==> src/rtl/fetch_redirect_ctrl.sv <==
// fetch_redirect_ctrl
//   Owns the fetch PC and selects the next fetch address each cycle from
//   sequential PC+4, the branch predictor target, or a corrected target coming
//   back from ID-stage branch resolution. On a mispredict it redirects fetch,
//   pulses Flush, and inserts one bubble. It also returns training updates to
//   the predictor and keeps saturating branch / mispredict counters.
//
// Ports
//   CLK, RESET                    clock, asynchronous active-low reset
//   STALL                         IF stage cannot take a new PC this cycle
//   Pred_Valid/Taken/Target       predictor output for the current Fetch_PC
//   Resolve_*                     ID-stage resolution of a branch or jump
//   Fetch_PC, Fetch_Valid         address to fetch and real-fetch qualifier
//   Flush                         kill IF instructions younger than delay slot
//   Update_Valid/PC/Taken/Target  predictor training strobe and payload
//   Branch_Count, Mispredict_Count saturating event counters
module fetch_redirect_ctrl #(
  parameter logic [31:0] RESET_VECTOR = 32'hBFC00000,
  parameter int          CNT_W        = 16
) (
  input  logic             CLK,
  input  logic             RESET,
  input  logic             STALL,
  input  logic             Pred_Valid,
  input  logic             Pred_Taken,
  input  logic [31:0]      Pred_Target,
  input  logic             Resolve_Valid,
  input  logic             Resolve_Taken,
  input  logic [31:0]      Resolve_Target,
  input  logic [31:0]      Resolve_PC_Plus4,
  input  logic             Resolve_PredTaken,
  input  logic [31:0]      Resolve_PredTarget,
  output logic [31:0]      Fetch_PC,
  output logic             Fetch_Valid,
  output logic             Flush,
  output logic             Update_Valid,
  output logic [31:0]      Update_PC,
  output logic             Update_Taken,
  output logic [31:0]      Update_Target,
  output logic [CNT_W-1:0] Branch_Count,
  output logic [CNT_W-1:0] Mispredict_Count
);

  typedef enum logic [1:0] {BOOT, RUN, RECOVER} state_t;

  state_t      state, state_nxt;
  logic [31:0] pc_nxt;
  logic [31:0] corrected_pc;
  logic        flush_nxt;
  logic        mp;
  logic        active;

  // Fetch addresses are word aligned; any loaded target drops its low bits.
  function automatic logic [31:0] align_addr(input logic [31:0] a);
    return {a[31:2], 2'b00};
  endfunction

  // Counters stick at all-ones instead of wrapping.
  function automatic logic [CNT_W-1:0] sat_inc(input logic [CNT_W-1:0] c);
    return (&c) ? c : c + CNT_W'(1);
  endfunction

  // Resolution is ignored entirely while booting.
  assign active = (state != BOOT);

  // Wrong direction, or right "taken" direction but wrong target.
  assign mp = Resolve_Valid &
              ((Resolve_Taken != Resolve_PredTaken) |
               (Resolve_Taken & Resolve_PredTaken &
                (Resolve_Target != Resolve_PredTarget)));

  // Not-taken resumes after the delay slot, which is always kept.
  assign corrected_pc = align_addr(Resolve_Taken ? Resolve_Target
                                                 : Resolve_PC_Plus4 + 32'd4);

  assign Fetch_Valid = (state == RUN);

  always_comb begin
    state_nxt = state;
    pc_nxt    = Fetch_PC;
    flush_nxt = 1'b0;
    case (state)
      BOOT: state_nxt = RUN;
      default: begin
        if (mp) begin
          // A redirect overrides STALL and restarts RECOVER if already there.
          pc_nxt    = corrected_pc;
          flush_nxt = 1'b1;
          state_nxt = RECOVER;
        end else if (!STALL) begin
          if (state == RECOVER) begin
            state_nxt = RUN;
          end else if (Pred_Valid && Pred_Taken) begin
            pc_nxt = align_addr(Pred_Target);
          end else begin
            pc_nxt = Fetch_PC + 32'd4;
          end
        end
      end
    endcase
  end

  always_ff @(posedge CLK or negedge RESET) begin
    if (!RESET) begin
      state            <= BOOT;
      Fetch_PC         <= RESET_VECTOR;
      Flush            <= 1'b0;
      Update_Valid     <= 1'b0;
      Update_PC        <= '0;
      Update_Taken     <= 1'b0;
      Update_Target    <= '0;
      Branch_Count     <= '0;
      Mispredict_Count <= '0;
    end else begin
      state        <= state_nxt;
      Fetch_PC     <= pc_nxt;
      Flush        <= flush_nxt;
      Update_Valid <= Resolve_Valid & active;
      if (Resolve_Valid && active) begin
        Update_PC     <= Resolve_PC_Plus4 - 32'd4;
        Update_Taken  <= Resolve_Taken;
        Update_Target <= Resolve_Target;
        Branch_Count  <= sat_inc(Branch_Count);
        if (mp) begin
          Mispredict_Count <= sat_inc(Mispredict_Count);
        end
      end
    end
  end

endmodule

==> config.mk <==
export PLATFORM = sky130hd
export DESIGN_NAME = fetch_redirect_ctrl
export DESIGN_NICKNAME = d
export VERILOG_FILES = /design/src/rtl/fetch_redirect_ctrl.sv
export SDC_FILE = /design/constraint.sdc
export NUM_CORES = 1
export LEC_CHECK = 0
export CORE_MARGIN = 2
export CORE_UTILIZATION = 51
export CTS_CLUSTER_SIZE = 16
export DETAILED_ROUTE_END_ITERATION = 6
export PLACE_DENSITY = 0.95
export SLEW_MARGIN = 10
export SYNTH_ARGS = -nofsm -noshare
export SYNTH_HDL_FRONTEND = slang
export SYNTH_SLANG_ARGS = --single-unit
==> constraint.sdc <==
create_clock -name CLK -period 4.1 [get_ports CLK]
set_input_delay 0.41 -clock CLK [delete_from_list [all_inputs] [get_ports CLK]]
set_output_delay 0.41 -clock CLK [all_outputs]
set_load 0.02 [all_outputs]
Word-level counts from Yosys, hierarchy flattened
Index checks and enable logic that the tools add are counted.
{ "classes": {"n_addsub": 5, "mul": 0, "div": 0, "magnitude_cmp": 0, "eq_ne": 7, "n_shift": 0, "muxes": 11, "bitwise_logic": 8, "n_reduce_logical": 11} }
{ "op_table": {"columns": ["operator", "n"], "rows": [
  ["$mux W32", 5],
  ["$add A32 B3 Y32 const B", 2],
  ["$add A16 B1 Y16 const B", 2],
  ["$ne A32 B32 Y1", 1],
  ["$reduce_and A16 Y1", 2],
  ["$sub A32 B3 Y32 const B", 1],
  ["$mux W2", 4],
  ["$reduce_and A3 Y1", 2],
  ["$and A1 B1 Y1", 4],
  ["$reduce_and A2 Y1", 2],
  ["$ne A3 B1 Y1 const B", 1],
  ["$not A1 Y1", 3],
  ["$reduce_bool A3 Y1", 1],
  ["$eq A2 B1 Y1 const B", 1],
  ["$eq A2 B2 Y1 const B", 1],
  ["$logic_and A1 B1 Y1", 2],
  ["$logic_not A2 Y1", 1],
  ["$mux W1", 2],
  ["$ne A2 B1 Y1 const B", 1],
  ["$ne A2 B2 Y1 const B", 1],
  ["$reduce_bool A2 Y1", 1],
  ["$ne A1 B1 Y1", 1],
  ["$or A1 B1 Y1", 1]
]} }
{ "word_totals": {"register_bits": 133, "latch_bits": 0, "mem_bits_rw": 0, "rom_bits": 0, "inputBits": 136, "out_inout_bits": 132, "wordCells": 51, "memories": 0} }

Logic depth before layout (Yosys ltp)
{ "logic_depth": {"depth_word": 6, "ltp_mapped": 9, "depth_no_buf": 9} }

Worst setup path before layout
No wires, ideal clock.
{ "synth_path": {"kind": "register -> register", "start": "reg Fetch_PC[2]", "end": "reg Fetch_PC[18]", "setup_time_ns": 0.125, "arrival_time_ns": 2.199, "required_time_ns": 3.975, "setup_slack_ns": 1.777, "stages_incl_launch_ff": 9, "path_buffers": 0, "synth_period_minus_slack_ns": 2.323, "path_cell_list": "dfrtp_1 ha_1 nand4_1 nor4_4 nand3_1 xor2_1 a21oi_1 mux2_2 mux2_2"} }
{ "synth_via": {"elab_chain_len": 5} }
{ "synth_lines": {"columns": ["element", "line_no", "source"], "rows": [
  ["start, declared", "33", "output logic [31:0] Fetch_PC,"],
  ["start signal, assigned", "116", "Fetch_PC <= pc_nxt;"],
  ["$add A32 B3 Y32", "96", "pc_nxt = Fetch_PC + 32'd4;"],
  ["$mux W32", "93", "end else if (Pred_Valid && Pred_Taken) begin"],
  ["$mux W32", "91", "if (state == RECOVER) begin"],
  ["$mux W32", "90", "end else if (!STALL) begin"],
  ["$mux W32", "85", "if (mp) begin"]
]} }
No other way between the ends. The select of a mux whose other input is x is not followed.
A chain may end at the register's enable or synchronous reset.

Worst setup path after layout
{ "layout_path": {"start": "in Resolve_Target[8]", "end": "reg Fetch_PC[28]"} }
{ "layout_via": {"elab_chain_len": 6, "word_cells_on_any_way": 8, "classes_between": "eq/ne (3); mux (1); bitwise (3); reduce/logical (1)"} }
{ "layout_lines": {"columns": ["element", "line_no", "source"], "rows": [
  ["start, declared", "29", "input logic [31:0] Resolve_Target,"],
  ["$ne A32 B32 Y1 *", "70", "(Resolve_Target != Resolve_PredTarget)));"],
  ["$and A1 B1 Y1 *", "69", "(Resolve_Taken & Resolve_PredTaken &"],
  ["$or A1 B1 Y1 *", "68", "((Resolve_Taken != Resolve_PredTaken) |"],
  ["$and A1 B1 Y1 *", "67", "assign mp = Resolve_Valid &"],
  ["$ne A2 B2 Y1 (no line) or $ne A2 B1 Y1 (tied branches)", null, null],
  ["$reduce_and A3 Y1 (no line)", null, null]
]} }
Mark *: on every way between the ends. The rest lies on a longest branch, timed or not.

==> impl_summary.md <==
Synthesis
A synthesized cell averages 8.80 sq um. For this run, the register share of the synthesized area comes to 40.8%. Synthesis instantiated 52 different standard cells from the library. The number of enable flip-flop cells after synthesis is 0. The fraction of registers with async set/reset is 100%. The cell count after synthesis came out at between 900 and 1000. The yosys synthesis warning count is 0.

The number of flip-flops and latches in the synthesized netlist is roughly 130. The cell area that synthesis handed to floorplanning was between 8000 and 9000 sq um. In the synthesized netlist the dominant register cell turns out to be sky130_fd_sc_hd__dfrtp_1.

Layout
The total number of nets in the final design is 1300. 0 antenna diodes ended up in the layout. Once layout is complete, the cells apart from fillers number around 1400.

The register area is between 3000 and 4000 sq um. The area used by multi-input combinational logic is roughly 4500 sq um. Fill cells in the final layout number between 1000 and 1500. The layout cell share with drive strength beyond 1 is ~8%. The area growth from synthesis to final layout is 41.0%. Measured on the finished design, the core utilization comes to between 70 and 80%.

Power and ir drop
The worst ir drop on vdd is a little over 0.3 mV. The analysis attributes to cell leakage a power of 0.00467 uW. For this design the ratio of total power to cell area is between 500 and 600 nW/um^2.

Die
In this run the standard cell core region covers roughly 15000 sq um. The floorplan step set the die width to ~130 um. The number of placement rows is 45. For this design the top-level I/O count stands at approximately 270. The initial core utilization is between 50% and 60%. The die is approximately 130 um tall. The die covers between 15000 and 20000 sq um.

STA
The sum of negative setup slack is 0 ns. Derived from the worst setup path, the maximum achievable clock frequency is 323 MHz. The worst path needs between 3 and 4 ns of the cycle, external delays included. Setup repair after global routing left no endpoint under its margin. After layout, the worst setup slack is just over 1 ns. The final critical path takes up around 75% of the cycle. The number of endpoints failing setup at the final stage is 0. The slew at the pin closest to its max-slew limit is ~1.1 ns.

The worst max-slew margin expressed relative to the limit is 25.8%. The max-slew violation count is 0. For the final database, setup skew stands at around 0.0073 ns. The final hold violation count is 0.

Place
The placed cell count is between 1000 and 1500. At the end of routability-driven placement, the weighted congestion stood at around 0.96. The HPWL after detailed placement is around 20000 um. The count of buffers inserted at the top-level ports is 263. Prior to clock tree synthesis, the placed netlist has a worst setup slack of approximately 0.6 ns.

CTS
The H-tree generated during clock tree synthesis spans 4 levels. The clock reaches the later pin of the worst-skew pair after about 0.42 ns. The maximum buffer depth of the clock tree is 2. After clock tree synthesis, the flow added hold-fix buffers numbering 0.

The post-CTS setup buffer count is 0. After clock tree synthesis, the repair step resized 0 gates. Clock tree synthesis found a total of between 100 and 150 sinks.

TritonCTS built the clock tree. The tree is rooted in a sky130_fd_sc_hd__clkbuf_16. Clock-pin slew was measured on the worst setup and hold paths at approximately 0.060 ns. The CTS buffer count is 17.

Setup path
The type of destination of the critical path is a flip-flop. The path type of the worst setup path is primary input to flip-flop. The largest single stage delay on the critical path is 0.87 ns. The cell depth of the worst flop-to-flop path is 6. The critical path launch point type is a primary input. The startpoint identified for the worst register-to-register timing path is state[0].

The most critical setup path has its startpoint at Resolve_Target[8]. The largest fanout of any net on the critical path is 11. The required time at the worst-slack endpoint is between 4 and 5 ns. The critical path goes through clkdlybuf4s50_1 -> xnor2_1 -> nand4_1 -> nor4_1 -> a21bo_2 -> a21boi_1 -> buf_4 -> mux2_2 -> mux2_2. Setup slack on the worst reg-to-reg path comes out at about 1.5 ns. Among all stages on the critical path, the largest delay is contributed by sky130_fd_sc_hd__a21boi_1. Data arrives at the worst endpoint at roughly 3.4 ns.

The endpoint of the worst register-to-register path is Branch_Count[14]. The most prevalent standard cell on the critical path is sky130_fd_sc_hd__mux2_2.

Global routing
The wire length of the first global-routing pass is slightly above 40000 um. The overall routing resource usage is a little under a third. The initial antenna violation count is 0. The pin count of the biggest net entering global routing is between 100 and 150. The number of global-route vias before repair was slightly below 8000. Global routing finished with a remaining overflow of 0.

Worst hold path
The path class of the lowest-slack min-delay path is primary input to async pin.

Drt
In this run the remaining antenna-violating nets after routing total 0. After the first detailed-routing iteration, the DRC count stood at around 620. After detailed routing, the number of remaining DRC violations is 0. The wire length per cell is 19.4 um.

The first-pass detailed-route iteration total is 5. The total via count in the routed design is between 7000 and 8000. The via density per instance is 5.70.

The wire length after detailed routing is 26900 um.

Run status
The run finished with clean final reports.

Job
The tool flagged a number of max-cap violations equal to 0.
stage by stage:
| stage | hold slack [ns] | total power [uW] | cell area, sq um |
|---|---|---|---|
| after floorplan | 0.114 | 3370 | 8070 |
| after global placement | 0.454 | 4520 | 10800 |
| after detailed placement | 0.461 | 4610 | 10800 |
| after CTS | 0.151 | 6080 | 11400 |
| after global routing | 0.185 | 6360 | 11400 |
| final | 0.0711 | 6070 | 11400 |
worst max-delay path: cells and delay by family:
| kind | cells | cell delay [ns] |
|---|---|---|
| AOI/OAI and AO/OA | 2 | 1.08 |
| xor gates and xnor gates | 1 | 0.15 |
| buffers and inverters | 2 | 0.94 |
| muxes | 2 | 0.59 |
| and+or+nand+nor | 2 | 0.25 |
cell usage in the layout, fill, tap and decap left out, drive strengths merged, types with 2 or more instances in the layout:
cell type      count
a2111oi            6
a21bo              2
a21oi             32
a221o              8
a22oi              2
and2               7
and3              18
and4              10
buf               10
clkbuf            18
clkdlybuf4s50    261
clkinv             7
clkinvlp           4
conb               2
dfrtp            122
dfstp              9
ha                 6
inv               14
mux2              27
mux2i             15
nand2            203
nand3             31
nand3b             5
nand4             39
nor2              54
nor2b              3
nor3              22
nor4              14
o211ai             2
o21ai             60
o22ai              2
or3                2
or4                3
xnor2             86
xor2              58
synth_stat cells, types with 5 or more instances:
library cell | number | area (sq um)
sky130_fd_sc_hd__nor4_1 | 10 | 62.6
sky130_fd_sc_hd__nand3_1 | 30 | 150
sky130_fd_sc_hd__dfstp_2 | 9 | 236
sky130_fd_sc_hd__nand3b_1 | 5 | 37.5
sky130_fd_sc_hd__clkbuf_1 | 34 | 128
sky130_fd_sc_hd__mux2_2 | 26 | 293
sky130_fd_sc_hd__a2111oi_0 | 6 | 52.6
sky130_fd_sc_hd__xnor2_1 | 86 | 753
sky130_fd_sc_hd__mux2i_1 | 15 | 150
sky130_fd_sc_hd__ha_1 | 6 | 75.1
sky130_fd_sc_hd__nor3_1 | 18 | 90.1
sky130_fd_sc_hd__nand2_1 | 203 | 762
sky130_fd_sc_hd__buf_2 | 8 | 40.0
sky130_fd_sc_hd__a221o_1 | 8 | 80.1
sky130_fd_sc_hd__nor2_1 | 54 | 203
sky130_fd_sc_hd__o21ai_0 | 57 | 285
sky130_fd_sc_hd__dfrtp_1 | 122 | 3050
sky130_fd_sc_hd__inv_1 | 12 | 45.0
sky130_fd_sc_hd__xor2_1 | 58 | 508
sky130_fd_sc_hd__and4_1 | 10 | 87.6
sky130_fd_sc_hd__a21oi_1 | 32 | 160
sky130_fd_sc_hd__nand4_1 | 38 | 238
sky130_fd_sc_hd__and3_1 | 18 | 113
sky130_fd_sc_hd__and2_1 | 7 | 43.8
power by group:
group | leakage, uW | total, uW | switching [uW] | internal (uW)
combinational | 0.00281 | 2480 | 1280 | 1200
sequential | 0.00160 | 2140 | 450 | 1690
clock | 0.000264 | 1450 | 608 | 840
kinds of logic (layout without fill, tap and decap cells):
kind of cell / after synthesis / after routing / synth area share, %
simple gates: 414 / 414 / 25.3
xor+xnor: 144 / 144 / 15.6
flops: 131 / 131 / 40.8
compound gates: 117 / 117 / 8.45
buf+inv: 62 / 315 / 3.30
mux: 42 / 42 / 5.63
fa+ha+maj: 6 / 6 / 0.930
other cells: 1 / 2 / 0.0465
routing by layer:
metal / track usage [%] / up-vias / share of wire [%]
met5: 0 / - / 0
met4: 14.2 / 0 / 3.8
met3: 6.07 / 68 / 7.1
met2: 54.3 / 361 / 50
met1: 38.5 / 3805 / 39
li1: - / 3648 / -
cell type report:
type	count	area share (%)
multi-input cells	725	39.8
flip-flops and latches	131	28.9
repair buffers	271	23.6
clock buffers	18	3.77
well taps	211	2.32
clock inverters	14	1.18
inverters	12	0.396
how the worst max path moves through the flow:
stage,end,cells after the start
floorplan,Fetch_PC[18],8
global placement,Fetch_PC[28],9
detailed placement,Fetch_PC[28],9
CTS,Fetch_PC[28],9
global route,Fetch_PC[22],9
finish,Fetch_PC[28],9
registers in the layout (all words and copies together) (netlist names):
name and count:
Fetch_PC 30, Update_PC 32, Update_Valid 1, state 2
Update_Target 32, Update_Taken 1, Branch_Count 16, Mispredict_Count 16
Flush 1
Power figures use the tool's default switching activity.
